--- src/rtl/iir_cfg_pkg.sv ---
// Shared types and constants for the IIR configuration controller.
package iir_cfg_pkg;

  typedef enum logic [1:0] {IDLE, APPLY, FLUSH, RUN} state_t;

  localparam logic [3:0]  ADDR_B0    = 4'd0;
  localparam logic [3:0]  ADDR_A1    = 4'd9;
  localparam logic [3:0]  ADDR_ORDER = 4'd15;
  localparam int unsigned NUM_COEF   = 15;
  localparam logic [3:0]  ORDER_MIN  = 4'd1;
  localparam logic [3:0]  ORDER_MAX  = 4'd3;

  function automatic logic order_ok(input logic [3:0] ord);
    return (ord >= ORDER_MIN) && (ord <= ORDER_MAX);
  endfunction

endpackage

--- src/rtl/iir_cfg_ctrl_if.sv ---
// Coefficient write port: valid/ready handshake with address and data.
interface iir_cfg_ctrl_if #(parameter int unsigned W = 16);
  logic         wr_valid;
  logic         wr_ready;
  logic [3:0]   wr_addr;
  logic [W-1:0] wr_data;

  modport master (output wr_valid, output wr_addr, output wr_data, input wr_ready);
  modport slave  (input wr_valid, input wr_addr, input wr_data, output wr_ready);
endinterface

--- src/rtl/iir_coef_bank.sv ---
// Shadow and active coefficient/order registers; the copy strobe moves shadow into active.
module iir_coef_bank
  import iir_cfg_pkg::*;
#(
  parameter int unsigned W = 16
) (
  input  logic                             clk,
  input  logic                             rst_n,
  input  logic                             i_wr_en,
  input  logic [3:0]                       i_wr_addr,
  input  logic [W-1:0]                     i_wr_data,
  input  logic                             i_copy,
  output logic [3:0]                       o_shadow_order,
  output logic [NUM_COEF-1:0][W-1:0]       o_active,
  output logic [3:0]                       o_order
);

  logic [NUM_COEF-1:0][W-1:0] r_shadow;
  logic [NUM_COEF-1:0][W-1:0] r_active;
  logic [3:0]                 r_shadow_order;
  logic [3:0]                 r_order;

  always_ff @(posedge clk or negedge rst_n) begin
    if (!rst_n) begin
      r_shadow       <= '0;
      r_active       <= '0;
      r_shadow_order <= '0;
      r_order        <= '0;
    end else begin
      if (i_wr_en) begin
        if (i_wr_addr == ADDR_ORDER) r_shadow_order <= i_wr_data[3:0];
        else                         r_shadow[i_wr_addr] <= i_wr_data;
      end
      if (i_copy) begin
        r_active <= r_shadow;
        r_order  <= r_shadow_order;
      end
    end
  end

  assign o_shadow_order = r_shadow_order;
  assign o_active       = r_active;
  assign o_order        = r_order;

endmodule

--- src/rtl/iir_cfg_ctrl.sv ---
// Configuration controller: shadow writes, commit with order check, apply and filter flush window.
module iir_cfg_ctrl
  import iir_cfg_pkg::*;
#(
  parameter int unsigned FLUSH_CYCLES = 4,
  parameter int unsigned W            = 16
) (
  input  logic                clk,
  input  logic                reset,
  iir_cfg_ctrl_if.slave       wr,
  input  logic                commit,
  output logic                busy,
  output logic                err,
  output logic                filt_rst_n,
  output logic signed [W-1:0] b0, b1, b2, b3, b4, b5, b6, b7, b8,
  output logic signed [W-1:0] a1, a2, a3, a4, a5, a6,
  output logic [3:0]          order
);

  localparam int unsigned CW = (FLUSH_CYCLES > 1) ? $clog2(FLUSH_CYCLES) : 1;

  state_t                     r_state;
  logic [CW-1:0]              r_cnt;
  logic                       r_busy;
  logic                       r_err;
  logic                       r_filt_rst_n;
  logic                       w_wr_xfer;
  logic [3:0]                 w_shadow_order;
  logic [3:0]                 w_order_eff;
  logic [NUM_COEF-1:0][W-1:0] w_active;

  assign wr.wr_ready = (r_state == IDLE) || (r_state == RUN);
  assign w_wr_xfer   = wr.wr_valid && wr.wr_ready;

  // A same-cycle order write must be seen by the commit range check.
  assign w_order_eff = (w_wr_xfer && (wr.wr_addr == ADDR_ORDER)) ? wr.wr_data[3:0]
                                                                 : w_shadow_order;

  iir_coef_bank #(.W(W)) u_bank (
    .clk            (clk),
    .rst_n          (reset),
    .i_wr_en        (w_wr_xfer),
    .i_wr_addr      (wr.wr_addr),
    .i_wr_data      (wr.wr_data),
    .i_copy         (r_state == APPLY),
    .o_shadow_order (w_shadow_order),
    .o_active       (w_active),
    .o_order        (order)
  );

  always_ff @(posedge clk or negedge reset) begin
    if (!reset) begin
      r_state      <= IDLE;
      r_cnt        <= '0;
      r_busy       <= 1'b0;
      r_err        <= 1'b0;
      r_filt_rst_n <= 1'b0;
    end else begin
      r_err <= 1'b0;
      case (r_state)
        IDLE, RUN: begin
          if (commit) begin
            if (order_ok(w_order_eff)) begin
              r_state      <= APPLY;
              r_busy       <= 1'b1;
              r_filt_rst_n <= 1'b0;
            end else begin
              r_err <= 1'b1;
            end
          end
        end
        APPLY: begin
          r_state <= FLUSH;
          r_cnt   <= CW'(FLUSH_CYCLES - 1);
        end
        FLUSH: begin
          if (r_cnt == '0) begin
            r_state      <= RUN;
            r_busy       <= 1'b0;
            r_filt_rst_n <= 1'b1;
          end else begin
            r_cnt <= r_cnt - 1'b1;
          end
        end
        default: r_state <= IDLE;
      endcase
    end
  end

  assign busy       = r_busy;
  assign err        = r_err;
  assign filt_rst_n = r_filt_rst_n;

  assign b0 = w_active[ADDR_B0];
  assign b1 = w_active[ADDR_B0 + 4'd1];
  assign b2 = w_active[ADDR_B0 + 4'd2];
  assign b3 = w_active[ADDR_B0 + 4'd3];
  assign b4 = w_active[ADDR_B0 + 4'd4];
  assign b5 = w_active[ADDR_B0 + 4'd5];
  assign b6 = w_active[ADDR_B0 + 4'd6];
  assign b7 = w_active[ADDR_B0 + 4'd7];
  assign b8 = w_active[ADDR_B0 + 4'd8];
  assign a1 = w_active[ADDR_A1];
  assign a2 = w_active[ADDR_A1 + 4'd1];
  assign a3 = w_active[ADDR_A1 + 4'd2];
  assign a4 = w_active[ADDR_A1 + 4'd3];
  assign a5 = w_active[ADDR_A1 + 4'd4];
  assign a6 = w_active[ADDR_A1 + 4'd5];

endmodule
--- src/flat_wrapper.sv ---
// flat-port wrapper written by rule: the top's interface ports become plain ports
module iir_cfg_ctrl_flat import iir_cfg_pkg::*;
#(
  parameter int unsigned FLUSH_CYCLES = 4,
  parameter int unsigned W            = 16
)
  (clk, reset, commit, busy, err, filt_rst_n, b0, b1, b2, b3, b4, b5, b6, b7, b8, a1, a2, a3, a4, a5, a6, order, wr_wr_valid, wr_wr_addr, wr_wr_data, wr_wr_ready);
  iir_cfg_ctrl_if #(.W(W)) wr_i ();
  input  logic clk;
  input  logic reset;
  input  logic commit;
  output logic busy;
  output logic err;
  output logic filt_rst_n;
  output logic signed [W-1:0] b0;
  output logic signed [W-1:0] b1;
  output logic signed [W-1:0] b2;
  output logic signed [W-1:0] b3;
  output logic signed [W-1:0] b4;
  output logic signed [W-1:0] b5;
  output logic signed [W-1:0] b6;
  output logic signed [W-1:0] b7;
  output logic signed [W-1:0] b8;
  output logic signed [W-1:0] a1;
  output logic signed [W-1:0] a2;
  output logic signed [W-1:0] a3;
  output logic signed [W-1:0] a4;
  output logic signed [W-1:0] a5;
  output logic signed [W-1:0] a6;
  output logic [3:0] order;
  input wire logic [$bits(wr_i.wr_valid)-1:0] wr_wr_valid;
  input wire logic [$bits(wr_i.wr_addr)-1:0] wr_wr_addr;
  input wire logic [$bits(wr_i.wr_data)-1:0] wr_wr_data;
  output wire logic [$bits(wr_i.wr_ready)-1:0] wr_wr_ready;
  assign wr_i.wr_valid = wr_wr_valid;
  assign wr_i.wr_addr = wr_wr_addr;
  assign wr_i.wr_data = wr_wr_data;
  assign wr_wr_ready = wr_i.wr_ready;
  iir_cfg_ctrl #(.FLUSH_CYCLES(FLUSH_CYCLES), .W(W)) u_core (.clk(clk), .reset(reset), .wr(wr_i), .commit(commit), .busy(busy), .err(err), .filt_rst_n(filt_rst_n), .b0(b0), .b1(b1), .b2(b2), .b3(b3), .b4(b4), .b5(b5), .b6(b6), .b7(b7), .b8(b8), .a1(a1), .a2(a2), .a3(a3), .a4(a4), .a5(a5), .a6(a6), .order(order));
endmodule
--- config.mk ---
export PLATFORM = sky130hd
export DESIGN_NAME = iir_cfg_ctrl_flat
export DESIGN_NICKNAME = d
export VERILOG_FILES = /design/src/rtl/iir_cfg_pkg.sv /design/src/rtl/iir_cfg_ctrl_if.sv /design/src/rtl/iir_coef_bank.sv /design/src/rtl/iir_cfg_ctrl.sv /design/src/flat_wrapper.sv
export SDC_FILE = /design/constraint.sdc
export NUM_CORES = 1
export LEC_CHECK = 0
export CAP_MARGIN = 20
export CORE_UTILIZATION = 40
export CTS_CLUSTER_SIZE = 24
export DETAILED_ROUTE_END_ITERATION = 12
export DONT_BUFFER_PORTS = 1
export HOLD_SLACK_MARGIN = 0.15
export SLEW_MARGIN = 20
export SYNTH_ARGS = -nofsm -noshare
export SYNTH_HDL_FRONTEND = slang
export SYNTH_SLANG_ARGS = --single-unit
--- constraint.sdc ---
create_clock -name clk -period 1.9 [get_ports clk]
set_input_delay 0.38 -clock clk [delete_from_list [all_inputs] [get_ports clk]]
set_output_delay 0.38 -clock clk [all_outputs]
set_load 0.01 [all_outputs]
# Word level (Yosys, flattened, before mapping)
# Cells that the tools add are included.
# totals
regBits,495
word_cells,87
in_bits,24
output_inout_bits,248
# classes
n_mux,21
bitwise,1
n_eq_ne,8
reduce_logical,15
magnitude_cmp,4
add_sub_neg,1
# ops
operator,count
240-bit bitwise mux,1
16-bit demux with 4-bit select,1
16-bit two-way mux,1
1-bit two-way mux,9
4-bit by 1-bit greater-or-equal comparator with 1-bit output (second input constant),2
2-bit two-way mux,4
2-bit case mux with 3 select lines,1
2-bit AND reduction,3
4-bit by 5-bit < comparator with 1-bit output (second input constant),1
2-bit equality test (second input constant),2
4-bit equality test (second input constant),1
4-bit by 2-bit <= comparator with 1-bit output (second input constant),1
1-bit logical AND,4
2-bit logical NOT,2
4-bit two-way mux,1
2-bit by 1-bit != test with 1-bit output (second input constant),2
2-bit != test (second input constant),2
1-bit case mux with 2 select lines,2
2-bit case mux with 2 select lines,1
4-bit AND reduction,1
2-bit nonzero test,2
3-bit AND reduction,1
2-bit by 1-bit equality test with 1-bit output (second input constant),1
2-bit OR reduction,1
3 further kinds,3

# Logic depth before layout (Yosys ltp)
# Gate-level depths: netlist (run 1).
# depth
ltp_word,10
depth_mapped,9
depth_no_buf,7

# Hierarchy
# Synthesis (run 1) repeated with hierarchy kept, for this count alone.
# hier_totals
hier_cells,1104
hier_area_um2,18595.3
# modules_own_cells
module,seq_area_each_um2,cells_per_inst,area_each_um2,instances
iir_coef_bank,12211.7,1064,18172.4,1
iir_cfg_ctrl,175.2,40,422.9,1

# Worst setup path after synthesis (run 1)
# Ideal clock, no wire load.
# synth_path
path_kind,register to register
start,reg u_core.r_state[0]
end,reg u_core.u_bank.r_shadow[133] (netlist name)
synth_period_minus_slack_ns,2.147
n_path_buf,3
setup_ns,0.125
t_required_ns,1.775
path_stages_with_launch,9
arrival_time_ns,2.022
path_slack_ns,-0.247
cell_sequence,dfrtp_1 > inv_1 > ha_1 > buf_6 > nand2_2 > or4_1 > buf_6 > buf_12 > mux2_4
# synth_between
elab_chain_len,4
word_cells_on_any_way,5
cone_classes,1 x eq/ne; 4 x reduce/logical
# synth_rtl
element,line_no,source
from (decl),iir_cfg_ctrl.sv:22,state_t r_state;
from (signal assigned),iir_cfg_ctrl.sv:53,r_state <= IDLE;
from (signal assigned),iir_cfg_ctrl.sv:64,r_state <= APPLY;
from (signal assigned),iir_cfg_ctrl.sv:73,r_state <= FLUSH;
2-bit equality test or 2-bit logical NOT (tied branches),iir_cfg_ctrl.sv:32,assign wr.wr_ready = (r_state == IDLE) || (r_state == RUN);
1-bit logical OR (*),iir_cfg_ctrl.sv:32,
via wr_wr_ready,flat_wrapper.sv:34,output wire logic [$bits(wr_i.wr_ready)-1:0] wr_wr_ready;
1-bit logical AND (*),iir_cfg_ctrl.sv:33,assign w_wr_xfer = wr.wr_valid && wr.wr_ready;
2-bit AND reduction (no line) (*),--,
"to (signal, indexed assignment)",iir_coef_bank.sv:32,else r_shadow[i_wr_addr] <= i_wr_data;
to (decl),iir_coef_bank.sv:18,logic [NUM_COEF-1:0][W-1:0] r_shadow;
# Mark *: on every way through the listed nets, which the timed path passes. The rest lies on a longest branch.
# A chain may end at the register's enable or synchronous reset.

# Worst setup path after layout (run 1)
# layout_path
start,reg u_core.r_state[1]
end,reg u_core.u_bank.r_shadow[142] (netlist name)
# layout_between
elab_chain_len,4
word_cells_on_any_way,5
cone_classes,1 x eq/ne; 4 x reduce/logical
# layout_rtl
element,line_no
2-bit equality test or 2-bit logical NOT (tied branches),iir_cfg_ctrl.sv:32
1-bit logical OR (*),iir_cfg_ctrl.sv:32
1-bit logical AND (*),iir_cfg_ctrl.sv:33
2-bit AND reduction (no line) (*),--
# Every way passes the cells marked *; elsewhere a longest branch is shown, timed or not.

==> insert_results.sql, run 1 <==
INSERT INTO impl_metrics (metric_group, metric, value, unit) VALUES
('clock_network', 'tritoncts', 'done', ''),
('floorplanning', 'die_area', '47500', 'sq um'),
('critical_path', 'worst-setup-path-type', 'flip-flop to flip-flop', ''),
('logic_synthesis', 'asyncSetResetFlopFracSynth', '1.00', ''),
('critical_path', 'timing.critical_path.arrival', '2.37', 'ns'),
('sta', 'min_period', '1.90', 'ns'),
('hold_path', 'min_path_type', 'input port to asynchronous set/reset pin', ''),
('critical_path', 'worstPathRequired', '2.37', 'ns'),
('critical_path', 'worst-r2r-cell-count', '4', ''),
('floorplanning', 'core-area', '45700', 'sq um'),
('logic_synthesis', 'synth_top_family_by_area', 'multiplexers', ''),
('global_route', 'grt_pass1_wl', '66.3', 'mm'),
('pwr', 'vdd_drop_max', '0.00104', 'V'),
('logic_synthesis', 'post_synth_instance_area', '18700', 'sq um'),
('sta', 'fin_tns_setup', '0', 'ns'),
('logic_synthesis', 'ys_dominant_reg_cell', 'sky130_fd_sc_hd__dfrtp_1', ''),
('drt', 'drtPass1Iterations', '4', ''),
('pwr', 'p_per_area', '1700', 'nW/um^2'),
('drt', 'detail_route.iter0.violations', '626', ''),
('sta', 'setup_viol_count_final', '0', ''),
('floorplanning', 'floorplan.io_pins', '272', ''),
('place', 'gp_congestion', '0.748', ''),
('global_route', 'global_route.usage.total', '0.189', ''),
('run_status', 'failed_checks', 'negative hold slack', ''),
('global_route', 'first_global_vias', '9851', ''),
('cells_and_area', 'register_area', '12400', 'sq um'),
('critical_path', 'timing.critical_path.from_type', 'flip-flop', ''),
('sta', 'worst_slew_pin_slew', '1.16', 'ns'),
('logic_synthesis', 'synth_cells', '1108', ''),
('clock_network', 'cts.sink_count', '495', ''),
('global_route', 'number_of_antenna_violations_at_the_first_check_in_global_routing', '4', ''),
('drt', 'detailroute.via_count', '9416', ''),
('critical_path', 'cp-end-kind', 'flip-flop', ''),
('sta', 'final.setup_skew', '0.0131', 'ns'),
('logic_synthesis', 'total_nets_after_synthesis', '1136', ''),
('floorplanning', 'die_height', '218', 'microns'),
('critical_path', 'critical_path.reg2reg.endpoint', 'u_core.u_bank.r_shadow[142]', ''),
('sta', 'maxSlewViolCount', '0', ''),
('sta', 'maxSlewHeadroom', '0.226', ''),
('logic_synthesis', 'synth.yosys.seq_area_share', '0.664', ''),
('sta', 'hold_ws', '-0.490', 'ns'),
('logic_synthesis', 'ys_ff_latch', '495', ''),
('sta', 'fmaxAchievable', '526', 'MHz'),
('critical_path', 'worst_r2r_startpoint', 'u_core.r_state[1]', ''),
('clock_network', 'cts.reportedPaths.clkPinSlew', '0.06', 'ns'),
('logic_synthesis', 'synth-xor-area-share', '0', ''),
('drt', 'postRouteWirelength', '44.1', 'mm'),
('logic_synthesis', 'post_synth_and_or_nand_nor_area_fraction', '0.0139', ''),
('logic_synthesis', 'synth.distinct_cells', '33', ''),
('sta', 'period_share', '1.00', ''),
('global_route', 'grt_overflow_total', '0', ''),
('clock_network', 'cts_htree_levels', '2', ''),
('floorplanning', 'die_wd', '218', 'microns'),
('logic_synthesis', 'compound_cell_area_share_of_the_yosys_netlist', '0.00349', ''),
('drt', 'drc', '0', ''),
('place', 'dp_area', '19700', 'sq um'),
('run_status', 'outcome', 'complete, but fails checks', ''),
('clock_network', 'clk_root_buffer_cell', 'sky130_fd_sc_hd__clkbuf_16', ''),
('floorplanning', 'placement_rows', '78', ''),
('cells_and_area', 'stdcell_area', '21800', 'sq um'),
('sta', 'finalHoldViolCount', '495', ''),
('pwr', 'static-leakage-power', '9.92', 'nW'),
('cells_and_area', 'drive_gt1_frac', '0.525', ''),
('place', 'dp_hpwl', '26.4', 'mm'),
('sta', 'grt_setup_unrepaired', 'true', ''),
('cells_and_area', 'nets', '1189', ''),
('floorplanning', 'initial_core_util', '0.409', ''),
('logic_synthesis', 'yosys.area_share.adder', '0.00268', ''),
('clock_network', 'worst_skew_pair.late_latency', '0.59', 'ns'),
('logic_synthesis', 'yosys_warnings', '0', ''),
('critical_path', 'timing.reg2reg.setup_slack', '0.0006', 'ns');
==> Yosys cell counts, types with 4 or more instances <==
| cell | n | area share |
|---|---|---|
| sky130_fd_sc_hd__buf_2 | 10 | 0.0027 |
| sky130_fd_sc_hd__ha_1 | 4 | 0.0027 |
| sky130_fd_sc_hd__mux2_4 | 10 | 0.0080 |
| sky130_fd_sc_hd__inv_1 | 6 | 0.0012 |
| sky130_fd_sc_hd__mux2_2 | 474 | 0.29 |
| sky130_fd_sc_hd__nor2_1 | 6 | 0.0012 |
| sky130_fd_sc_hd__nand2_1 | 5 | 0.0010 |
| sky130_fd_sc_hd__buf_4 | 7 | 0.0028 |
| sky130_fd_sc_hd__mux2_1 | 5 | 0.0030 |
| sky130_fd_sc_hd__dfrtp_1 | 495 | 0.66 |
| sky130_fd_sc_hd__nand2b_1 | 5 | 0.0017 |
| sky130_fd_sc_hd__nor2_2 | 8 | 0.0027 |
| sky130_fd_sc_hd__clkbuf_1 | 43 | 0.0086 |
==> flip-flops by register name, summed over array words and instances (netlist names) <==
signal,count
u_core.r_state,2
u_core.busy,1
u_core.filt_rst_n,1
u_core.r_cnt,2
u_core.u_bank.o_shadow_order,4
u_core.err,1
u_core.u_bank.r_shadow,240
u_core.u_bank.o_order,4
u_core.u_bank.o_active,240
==> final cells by class <==
type / count / share of cell area
Multi-Input combinational cell: 544 / 0.280
Antenna cell: 3 / 0.000344
Clock inverter: 11 / 0.00590
Sequential cell: 495 / 0.567
Inverter: 6 / 0.00103
Tap cell: 600 / 0.0344
Clock buffer: 83 / 0.0709
Timing Repair Buffer: 63 / 0.0403
==> power breakdown <==
| part | internal [W] | switching [W] | leakage [nW] |
|---|---|---|---|
| sequential | 0.0153 | 0.00430 | 6.23 |
| combinational | 0.00513 | 0.00250 | 2.87 |
| clock | 0.00583 | 0.00407 | 0.815 |
==> routing by layer <==
metal	global-route usage	wire length (microns)	up-vias
met5	0	0	-
li1	-	-	4059
met2	0.299	21000	200
met1	0.247	18600	5092
met4	0.0541	980	0
met3	0.0646	3560	65
==> stage by stage <==
stage | total power, W | setup WS [ns] | instances | util
2_1_floorplan | 0.0245 | -0.150 | 1108 | -
3_3_place_gp | 0.0268 | -0.0110 | 1679 | 0.431
3_5_place_dp | 0.0272 | -0.0301 | 1679 | 0.431
4_1_cts | 0.0375 | -0.00934 | 1796 | 0.474
5_1_grt | 0.0392 | -0.0282 | 1802 | 0.478
6_report | 0.0371 | 0.000598 | 1805 | 0.478
==> cells in the final DEF, fill, tap and decap left out, types with 3 or more instances in the layout <==
cell	n
sky130_fd_sc_hd__nand2b_1	4
sky130_fd_sc_hd__nor3_1	3
sky130_fd_sc_hd__nor2_4	5
sky130_fd_sc_hd__buf_4	17
sky130_fd_sc_hd__a21oi_1	3
sky130_fd_sc_hd__nand2_1	3
sky130_fd_sc_hd__buf_12	26
sky130_fd_sc_hd__nor2_1	5
sky130_fd_sc_hd__clkbuf_1	18
sky130_fd_sc_hd__clkbuf_8	13
sky130_fd_sc_hd__clkinv_2	4
sky130_fd_sc_hd__diode_2	3
sky130_fd_sc_hd__mux2_4	28
sky130_fd_sc_hd__mux2_1	3
sky130_fd_sc_hd__dlygate4sd3_1	17
sky130_fd_sc_hd__dfrtp_1	495
sky130_fd_sc_hd__mux2_2	458
sky130_fd_sc_hd__nor2_2	4
sky130_fd_sc_hd__clkbuf_16	54
sky130_fd_sc_hd__inv_1	5
==> critical path, stage by stage (launching register included) <==
cell,delay [ns]
sky130_fd_sc_hd__dfrtp_1,0.41
sky130_fd_sc_hd__ha_4,0.32
sky130_fd_sc_hd__nand2_4,0.09
sky130_fd_sc_hd__or4_4,0.62
sky130_fd_sc_hd__mux2_4,0.34
==> worst max-delay path by stage <==
stage	start	end	slack [ns]	cells past startpoint
floorplan	u_core.r_state[0]	u_core.u_bank.r_shadow[92]	-0.15	9
global placement	u_core.r_state[1]	u_core.u_bank.r_shadow[140]	-0.01	4
detailed placement	u_core.r_state[1]	u_core.u_bank.r_shadow[136]	-0.03	4
CTS	u_core.r_state[1]	u_core.u_bank.r_shadow[142]	-0.009	4
global route	u_core.r_state[1]	u_core.busy	-0.03	6
finish	u_core.r_state[1]	u_core.u_bank.r_shadow[142]	0.0006	4
==> kinds of logic (layout without fill, tap and decap cells) <==
group / after synthesis / in the layout
AOI/OAI and AO/OA: 10 / 10
other: 0 / 3
DFF: 495 / 495
and+or+nand+nor: 38 / 39
adders and majority gates: 4 / 4
buffers and inverters: 70 / 163
muxes: 491 / 491
==> repair_timing <==
action / CTS / global route
setup buffers: 2 / 3
hold buffers: 20 / 1
gates resized for setup: 1 / 24
pin swaps: 2 / 3
endpoints found under the hold margin: 744 / 510
gates cloned: 1 / 2
endpoints found under the setup margin: 18 / 81
Note: power is estimated with default switching activity, not from simulation.
==> run 2, diff against run 1 <==
- CORE_ASPECT_RATIO: default -> 1.5
- CTS_CLUSTER_SIZE: 24 -> default
==> run 2 against run 1 <==
Effect of this change:
- the flow finishes with violations (negative hold slack, negative setup slack)
- sequential share of layout area increased by 0.49 points
- hold slack improved by 0.047 ns
- worst setup slack worse by 0.016 ns
- clock power down 4.3%
- global-route usage is 0.44 points lower
- power is 1.1% lower
- critical path depth unchanged
- register-to-register slack lost 0.02 ns
- sequential cell count unchanged
- sequential power hardly changed
- largest power group unchanged
==> insert_results.sql, run 2 (synthesis results as in run 1) <==
INSERT INTO impl_metrics (metric_group, metric, value, unit) VALUES
('floorplanning', 'die_wd', '178', 'microns'),
('sta', 'min_period', '1.91', 'ns'),
('sta', 'final.setup.worst_slack', '-0.0150', 'ns'),
('clock_network', 'cts.reportedPaths.clkPinSlew', '0.06', 'ns'),
('floorplanning', 'die_height', '267', 'microns'),
('sta', 'period_share', '1.01', ''),
('sta', 'final.setup_skew', '0.0131', 'ns'),
('critical_path', 'critical_path.reg2reg.endpoint', 'u_core.u_bank.r_shadow[138]', ''),
('floorplanning', 'die_area', '47500', 'sq um'),
('clock_network', 'clk_path_buf_depth', '3', ''),
('pwr', 'total_power', '0.0367', 'W'),
('pwr', 'vdd_drop_max', '0.000894', 'V'),
('global_route', 'global_route.usage.total', '0.185', ''),
('cells_and_area', 'filler_cell_count', '3949', ''),
('place', 'dp_worst_setup_slack', '-0.129', 'ns'),
('place', 'dp_hpwl', '27.0', 'mm'),
('clock_network', 'cts_made_buffers', '47', ''),
('floorplanning', 'placement_rows', '96', ''),
('critical_path', 'worst-setup-path-type', 'flip-flop to flip-flop', ''),
('clock_network', 'tritoncts', 'done', ''),
('critical_path', 'timing.reg2reg.setup_slack', '-0.01', 'ns'),
('place', 'gp_congestion', '0.721', ''),
('sta', 'maxSlewViolCount', '0', ''),
('drt', 'postRouteWirelength', '43.1', 'mm'),
('critical_path', 'cp-end-kind', 'flip-flop', ''),
('sta', 'grt_setup_unrepaired', 'true', ''),
('pwr', 'static-leakage-power', '9.86', 'nW'),
('clock_network', 'cts_htree_levels', '2', ''),
('cells_and_area', 'stdcell_count', '1786', ''),
('critical_path', 'largest_driver_fanout_on_the_critical_path', '16', ''),
('run_status', 'outcome', 'complete, but fails checks', ''),
('cells_and_area', 'stdcell_area', '21600', 'sq um'),
('floorplanning', 'initial_core_util', '0.407', ''),
('sta', 'finalHoldViolCount', '495', ''),
('pwr', 'p_per_area', '1690', 'nW/um^2'),
('sta', 'fmaxAchievable', '522', 'MHz'),
('place', 'io_buffer_count', '0', ''),
('drt', 'detail_route.iter0.violations', '358', ''),
('sta', 'hold_ws', '-0.442', 'ns'),
('sta', 'setup_viol_count_final', '6', ''),
('drt', 'post_drt_wl_per_cell', '24.1', 'microns'),
('run_status', 'failed_checks', 'negative hold slack, negative setup slack', ''),
('hold_path', 'min_path_type', 'input port to asynchronous set/reset pin', ''),
('global_route', 'grt_start_max_net_pins', '496', ''),
('drt', 'drc', '0', ''),
('place', 'place_inst', '1673', ''),
('critical_path', 'timing.critical_path.arrival', '2.35', 'ns'),
('flow_run', 'timing.max_cap.violations', '0', ''),
('cells_and_area', 'final_cell_mix', '495 x sky130_fd_sc_hd__dfrtp_1, 463 x sky130_fd_sc_hd__mux2_2, 48 x sky130_fd_sc_hd__clkbuf_16, 24 x sky130_fd_sc_hd__buf_12, 23 x sky130_fd_sc_hd__mux2_4', ''),
('clock_network', 'cts.sink_count', '495', ''),
('cells_and_area', 'mostFrequentLayoutCell', 'sky130_fd_sc_hd__dfrtp_1', ''),
('global_route', 'grt_pass1_wl', '65.4', 'mm'),
('critical_path', 'worstPathRequired', '2.33', 'ns'),
('critical_path', 'worst_r2r_startpoint', 'u_core.r_state[1]', ''),
('critical_path', 'timing.critical_path.from_type', 'flip-flop', ''),
('place', 'dp_area', '19700', 'sq um'),
('drt', 'drt.antenna.violating_nets', '0', ''),
('sta', 'worst_slew_pin_slew', '1.11', 'ns'),
('cells_and_area', 'drive_gt1_frac', '0.530', ''),
('global_route', 'grt_overflow_total', '0', ''),
('cells_and_area', 'synthToLayoutAreaGrowth', '16.0', '%'),
('drt', 'via_per_inst', '5.13', ''),
('cells_and_area', 'nets', '1187', ''),
('global_route', 'first_global_vias', '9961', ''),
('clock_network', 'worst_skew_pair.late_latency', '0.56', 'ns'),
('sta', 'maxSlewHeadroom', '0.258', ''),
('floorplanning', 'core-area', '45900', 'sq um'),
('floorplanning', 'floorplan.io_pins', '272', ''),
('drt', 'drtPass1Iterations', '4', ''),
('clock_network', 'clk_root_buffer_cell', 'sky130_fd_sc_hd__clkbuf_16', ''),
('critical_path', 'worst-r2r-cell-count', '4', ''),
('drt', 'detailroute.via_count', '9169', ''),
('global_route', 'number_of_antenna_violations_at_the_first_check_in_global_routing', '3', '');
run 2: worst max path at each step:
| stage | end | start | depth (start not counted) | slack (ns) |
|---|---|---|---|---|
| floorplan | u_core.u_bank.r_shadow[92] | u_core.r_state[0] | 9 | -0.15 |
| global placement | u_core.u_bank.r_shadow[105] | u_core.r_state[0] | 6 | -0.06 |
| detailed placement | u_core.u_bank.r_shadow[106] | u_core.r_state[1] | 5 | -0.13 |
| CTS | u_core.u_bank.r_shadow[138] | u_core.r_state[1] | 4 | -0.02 |
| global route | u_core.u_bank.r_shadow[97] | u_core.r_state[1] | 6 | -0.06 |
| finish | u_core.u_bank.r_shadow[138] | u_core.r_state[1] | 4 | -0.01 |
run 2: through the flow:
step | TNS (ns) | utilization | hold WS (ns)
CTS | -0.160 | 0.469 | -0.483
floorplan | -9.07 | - | 0.0844
global route | -2.08 | 0.472 | -0.478
global placement | -2.06 | 0.430 | 0.115
finish | -0.0598 | 0.472 | -0.442
detailed placement | -3.64 | 0.430 | 0.115
run 2: worst max-delay path: stages, from the launching register on:
cell                      delay (ns)
sky130_fd_sc_hd__dfrtp_1        0.40
sky130_fd_sc_hd__ha_4           0.32
sky130_fd_sc_hd__nand2_4        0.06
sky130_fd_sc_hd__or4_4          0.65
sky130_fd_sc_hd__mux2_4         0.35
run 2: cell type report:
type / instances / area (sq um) / share of cell area
flip-flops and latches: 495 / 12400 / 0.572
multi-input cells: 543 / 6070 / 0.280
clock buffers: 71 / 1410 / 0.0650
repair buffers: 66 / 855 / 0.0395
well taps: 588 / 736 / 0.0340
clock inverters: 13 / 161 / 0.00746
inverters: 6 / 22.5 / 0.00104
diodes: 4 / 10.0 / 0.000462
run 2: metal layers:
layer | wire (microns) | vias up | GRT usage
li1 | - | 3992 | -
met1 | 16800 | 4921 | 0.221
met2 | 22200 | 205 | 0.317
met3 | 3170 | 51 | 0.0587
met4 | 881 | 0 | 0.0522
met5 | 0 | - | 0
run 2: report_power, final:
| group | internal (W) | switching (W) | total [W] | leakage, nW |
|---|---|---|---|---|
| clock network | 0.00553 | 0.00395 | 0.00948 | 0.773 |
| logic | 0.00517 | 0.00250 | 0.00767 | 2.86 |
| registers | 0.0153 | 0.00426 | 0.0195 | 6.23 |
run 2: what timing repair did:
action | CTS | global route
resized for setup | 3 | 15
hold endpoints to repair | 744 | 510
setup buffers | 4 | 2
gates cloned | 0 | 1
pin swaps | 4 | 6
endpoints found under the setup margin | 73 | 76
hold buffers | 17 | 1
==> run 3, diff against run 2 <==
- CTS_BUF_LIST: default -> sky130_fd_sc_hd__clkbuf_8 sky130_fd_sc_hd__clkbuf_16
- PLACE_DENSITY: default -> 0.61
==> run 3 against run 2 <==
Effect of this change:
- the run ends with negative hold slack, max-slew violations, negative setup slack left
- clock skew shrank 0.0042 ns
- core utilization is 0.22 points lower
- combinational power about the same
- critical path type unchanged
- largest power group unchanged
==> insert_results.sql, run 3 (synthesis results as in run 1) <==
INSERT INTO impl_metrics (metric_group, metric, value, unit) VALUES
('cells_and_area', 'synthToLayoutAreaGrowth', '15.4', '%'),
('floorplanning', 'die_area', '47500', 'sq um'),
('global_route', 'first_global_vias', '9712', ''),
('cells_and_area', 'mostFrequentLayoutCell', 'sky130_fd_sc_hd__dfrtp_1', ''),
('drt', 'drc', '0', ''),
('clock_network', 'cts_htree_levels', '2', ''),
('global_route', 'grt_pass1_wl', '64.7', 'mm'),
('drt', 'drt.antenna.violating_nets', '0', ''),
('floorplanning', 'core-area', '45900', 'sq um'),
('global_route', 'grt_overflow_total', '0', ''),
('cells_and_area', 'nets', '1185', ''),
('floorplanning', 'die_height', '267', 'microns'),
('cells_and_area', 'stdcell_area', '21500', 'sq um'),
('pwr', 'power.share.clock', '0.251', ''),
('drt', 'drtPass1Iterations', '4', ''),
('floorplanning', 'die_wd', '178', 'microns'),
('pwr', 'vdd_drop_max', '0.000845', 'V'),
('pwr', 'internal_power_consumption', '0.0256', 'W'),
('cells_and_area', 'filler_cell_count', '3983', ''),
('clock_network', 'cts.sink_count', '495', ''),
('pwr', 'share_seq_of_total_power', '0.538', ''),
('pwr', 'total_power', '0.0362', 'W'),
('drt', 'postRouteWirelength', '43.0', 'mm'),
('drt', 'detail_route.iter0.violations', '443', ''),
('place', 'dp_worst_setup_slack', '-0.0872', 'ns'),
('critical_path', 'largest_driver_fanout_on_the_critical_path', '8', ''),
('run_status', 'failed_checks', 'negative hold slack, max-slew violations, negative setup slack', ''),
('drt', 'post_drt_wl_per_cell', '24.2', 'microns'),
('drt', 'detailroute.via_count', '9174', ''),
('clock_network', 'tritoncts', 'done', ''),
('clock_network', 'clk_root_buffer_cell', 'sky130_fd_sc_hd__clkbuf_16', ''),
('sta', 'hold_ws', '-0.433', 'ns'),
('hold_path', 'min_path_type', 'input port to asynchronous set/reset pin', ''),
('sta', 'worst_slew_pin_slew', '2.02', 'ns'),
('clock_network', 'worst_skew_pair.late_latency', '0.55', 'ns'),
('clock_network', 'hold_buffers', '19', ''),
('critical_path', 'worst-r2r-cell-count', '4', ''),
('sta', 'fmaxAchievable', '523', 'MHz'),
('place', 'dp_hpwl', '26.9', 'mm'),
('run_status', 'outcome', 'complete, but fails checks', ''),
('clock_network', 'cts.reportedPaths.clkPinSlew', '0.07', 'ns'),
('pwr', 'static-leakage-power', '9.84', 'nW'),
('sta', 'maxSlewViolCount', '236', ''),
('critical_path', 'timing.critical_path.from_type', 'flip-flop', ''),
('sta', 'finalHoldViolCount', '495', ''),
('sta', 'period_share', '1.01', ''),
('pwr', 'total_switching_power', '0.0106', 'W'),
('sta', 'grt_setup_unrepaired', 'true', ''),
('global_route', 'global_route.usage.total', '0.185', ''),
('sta', 'maxSlewHeadroom', '-0.348', ''),
('drt', 'via_per_inst', '5.16', ''),
('cells_and_area', 'drive_gt1_frac', '0.527', ''),
('critical_path', 'timing.reg2reg.setup_slack', '-0.01', 'ns'),
('critical_path', 'cp-end-kind', 'flip-flop', ''),
('critical_path', 'critical_path.reg2reg.endpoint', 'u_core.u_bank.r_shadow[141]', ''),
('global_route', 'grt_start_max_net_pins', '496', ''),
('floorplanning', 'placement_rows', '96', ''),
('cells_and_area', 'layout.core_utilization', '0.470', ''),
('pwr', 'pwr-share-comb', '0.211', ''),
('critical_path', 'timing.critical_path.arrival', '2.34', 'ns'),
('critical_path', 'worstPathRequired', '2.33', 'ns'),
('pwr', 'switching_share', '0.293', ''),
('floorplanning', 'floorplan.io_pins', '272', ''),
('sta', 'final.setup_skew', '0.00893', 'ns'),
('place', 'gp_congestion', '0.712', ''),
('cells_and_area', 'multi_input_comb_area', '6050', 'sq um'),
('sta', 'setup_viol_count_final', '8', ''),
('place', 'io_buffer_count', '0', ''),
('clock_network', 'clk_path_buf_depth', '3', ''),
('sta', 'min_period', '1.91', 'ns'),
('clock_network', 'cts_made_buffers', '46', ''),
('cells_and_area', 'register_area', '12400', 'sq um'),
('critical_path', 'worst-setup-path-type', 'flip-flop to flip-flop', ''),
('pwr', 'p_per_area', '1680', 'nW/um^2'),
('sta', 'final.setup.worst_slack', '-0.0108', 'ns'),
('critical_path', 'worst_r2r_startpoint', 'u_core.r_state[1]', ''),
('place', 'dp_area', '19700', 'sq um'),
('cells_and_area', 'final_cell_mix', '495 x sky130_fd_sc_hd__dfrtp_1, 474 x sky130_fd_sc_hd__mux2_2, 47 x sky130_fd_sc_hd__clkbuf_16, 27 x sky130_fd_sc_hd__buf_12', ''),
('global_route', 'number_of_antenna_violations_at_the_first_check_in_global_routing', '1', ''),
('flow_run', 'timing.max_cap.violations', '0', ''),
('floorplanning', 'initial_core_util', '0.407', '');
run 3: changes by cell type in the layout (fill, tap and decap cells not counted), sizes merged:
cell / change
clkbuf: -20
clkinv: +4
buf: -1
or4: +1
inv: +10
bufinv: +1
diode: -2
run 3: worst max-delay path by stage:
stage,start,to,cells after the start
after floorplan,u_core.r_state[0],u_core.u_bank.r_shadow[92],9
after global placement,u_core.r_state[0],u_core.u_bank.r_shadow[231],6
after detailed placement,u_core.r_state[0],u_core.u_bank.r_shadow[232],6
after CTS,u_core.r_state[0],wr_wr_ready,4
after global routing,u_core.r_state[0],u_core.u_bank.r_shadow[141],5
final,u_core.r_state[1],u_core.u_bank.r_shadow[141],4
run 3: layout make-up:
type / instances / share of cell area
clock buffers: 52 / 0.0578
clock inverters: 28 / 0.0110
multi-input cells: 544 / 0.281
flip-flops and latches: 495 / 0.575
inverters: 6 / 0.00105
diodes: 2 / 0.000232
well taps: 588 / 0.0341
repair buffers: 64 / 0.0402
run 3: metal layers:
metal | up-vias | global-route usage | part of all wire
li1 | 4006 | - | -
met4 | 0 | 0.0536 | 0.023
met5 | - | 0 | 0
met3 | 61 | 0.0546 | 0.070
met1 | 4897 | 0.222 | 0.39
met2 | 210 | 0.318 | 0.52
run 3: stage by stage:
stage / hold WS (ns) / cells / setup TNS, ns
after detailed placement: 0.105 / 1671 / -2.87
after CTS: -0.493 / 1775 / -0.0112
after floorplan: 0.0844 / 1108 / -9.07
after global routing: -0.476 / 1778 / -1.13
final: -0.433 / 1779 / -0.0583
after global placement: 0.104 / 1671 / -1.11
run 3: worst max-delay path, cell delays in order (launching register included):
cell and delay, ns:
sky130_fd_sc_hd__dfrtp_1 0.42, sky130_fd_sc_hd__ha_4 0.33, sky130_fd_sc_hd__nand2_4 0.09, sky130_fd_sc_hd__or4_4 0.61, sky130_fd_sc_hd__mux2_4 0.34
run 3: power groups by stage:
stage          sequential (W)  clock, W  combinational (W)
2_1_floorplan          0.0183         0            0.00626
5_1_grt                0.0202   0.00979            0.00832
4_1_cts                0.0196   0.00940            0.00775
3_3_place_gp           0.0197         0            0.00714
6_report               0.0195   0.00909            0.00765
3_5_place_dp           0.0198         0            0.00745
run 3: what timing repair did:
| action | in CTS | in global routing |
|---|---|---|
| setup endpoints to repair | 75 | 138 |
| resized for setup | 4 | 8 |
| gates cloned | 1 | 0 |
| buffers inserted | 4 | 2 |
| pin swaps | 4 | 2 |
| hold endpoints to repair | 744 | 495 |
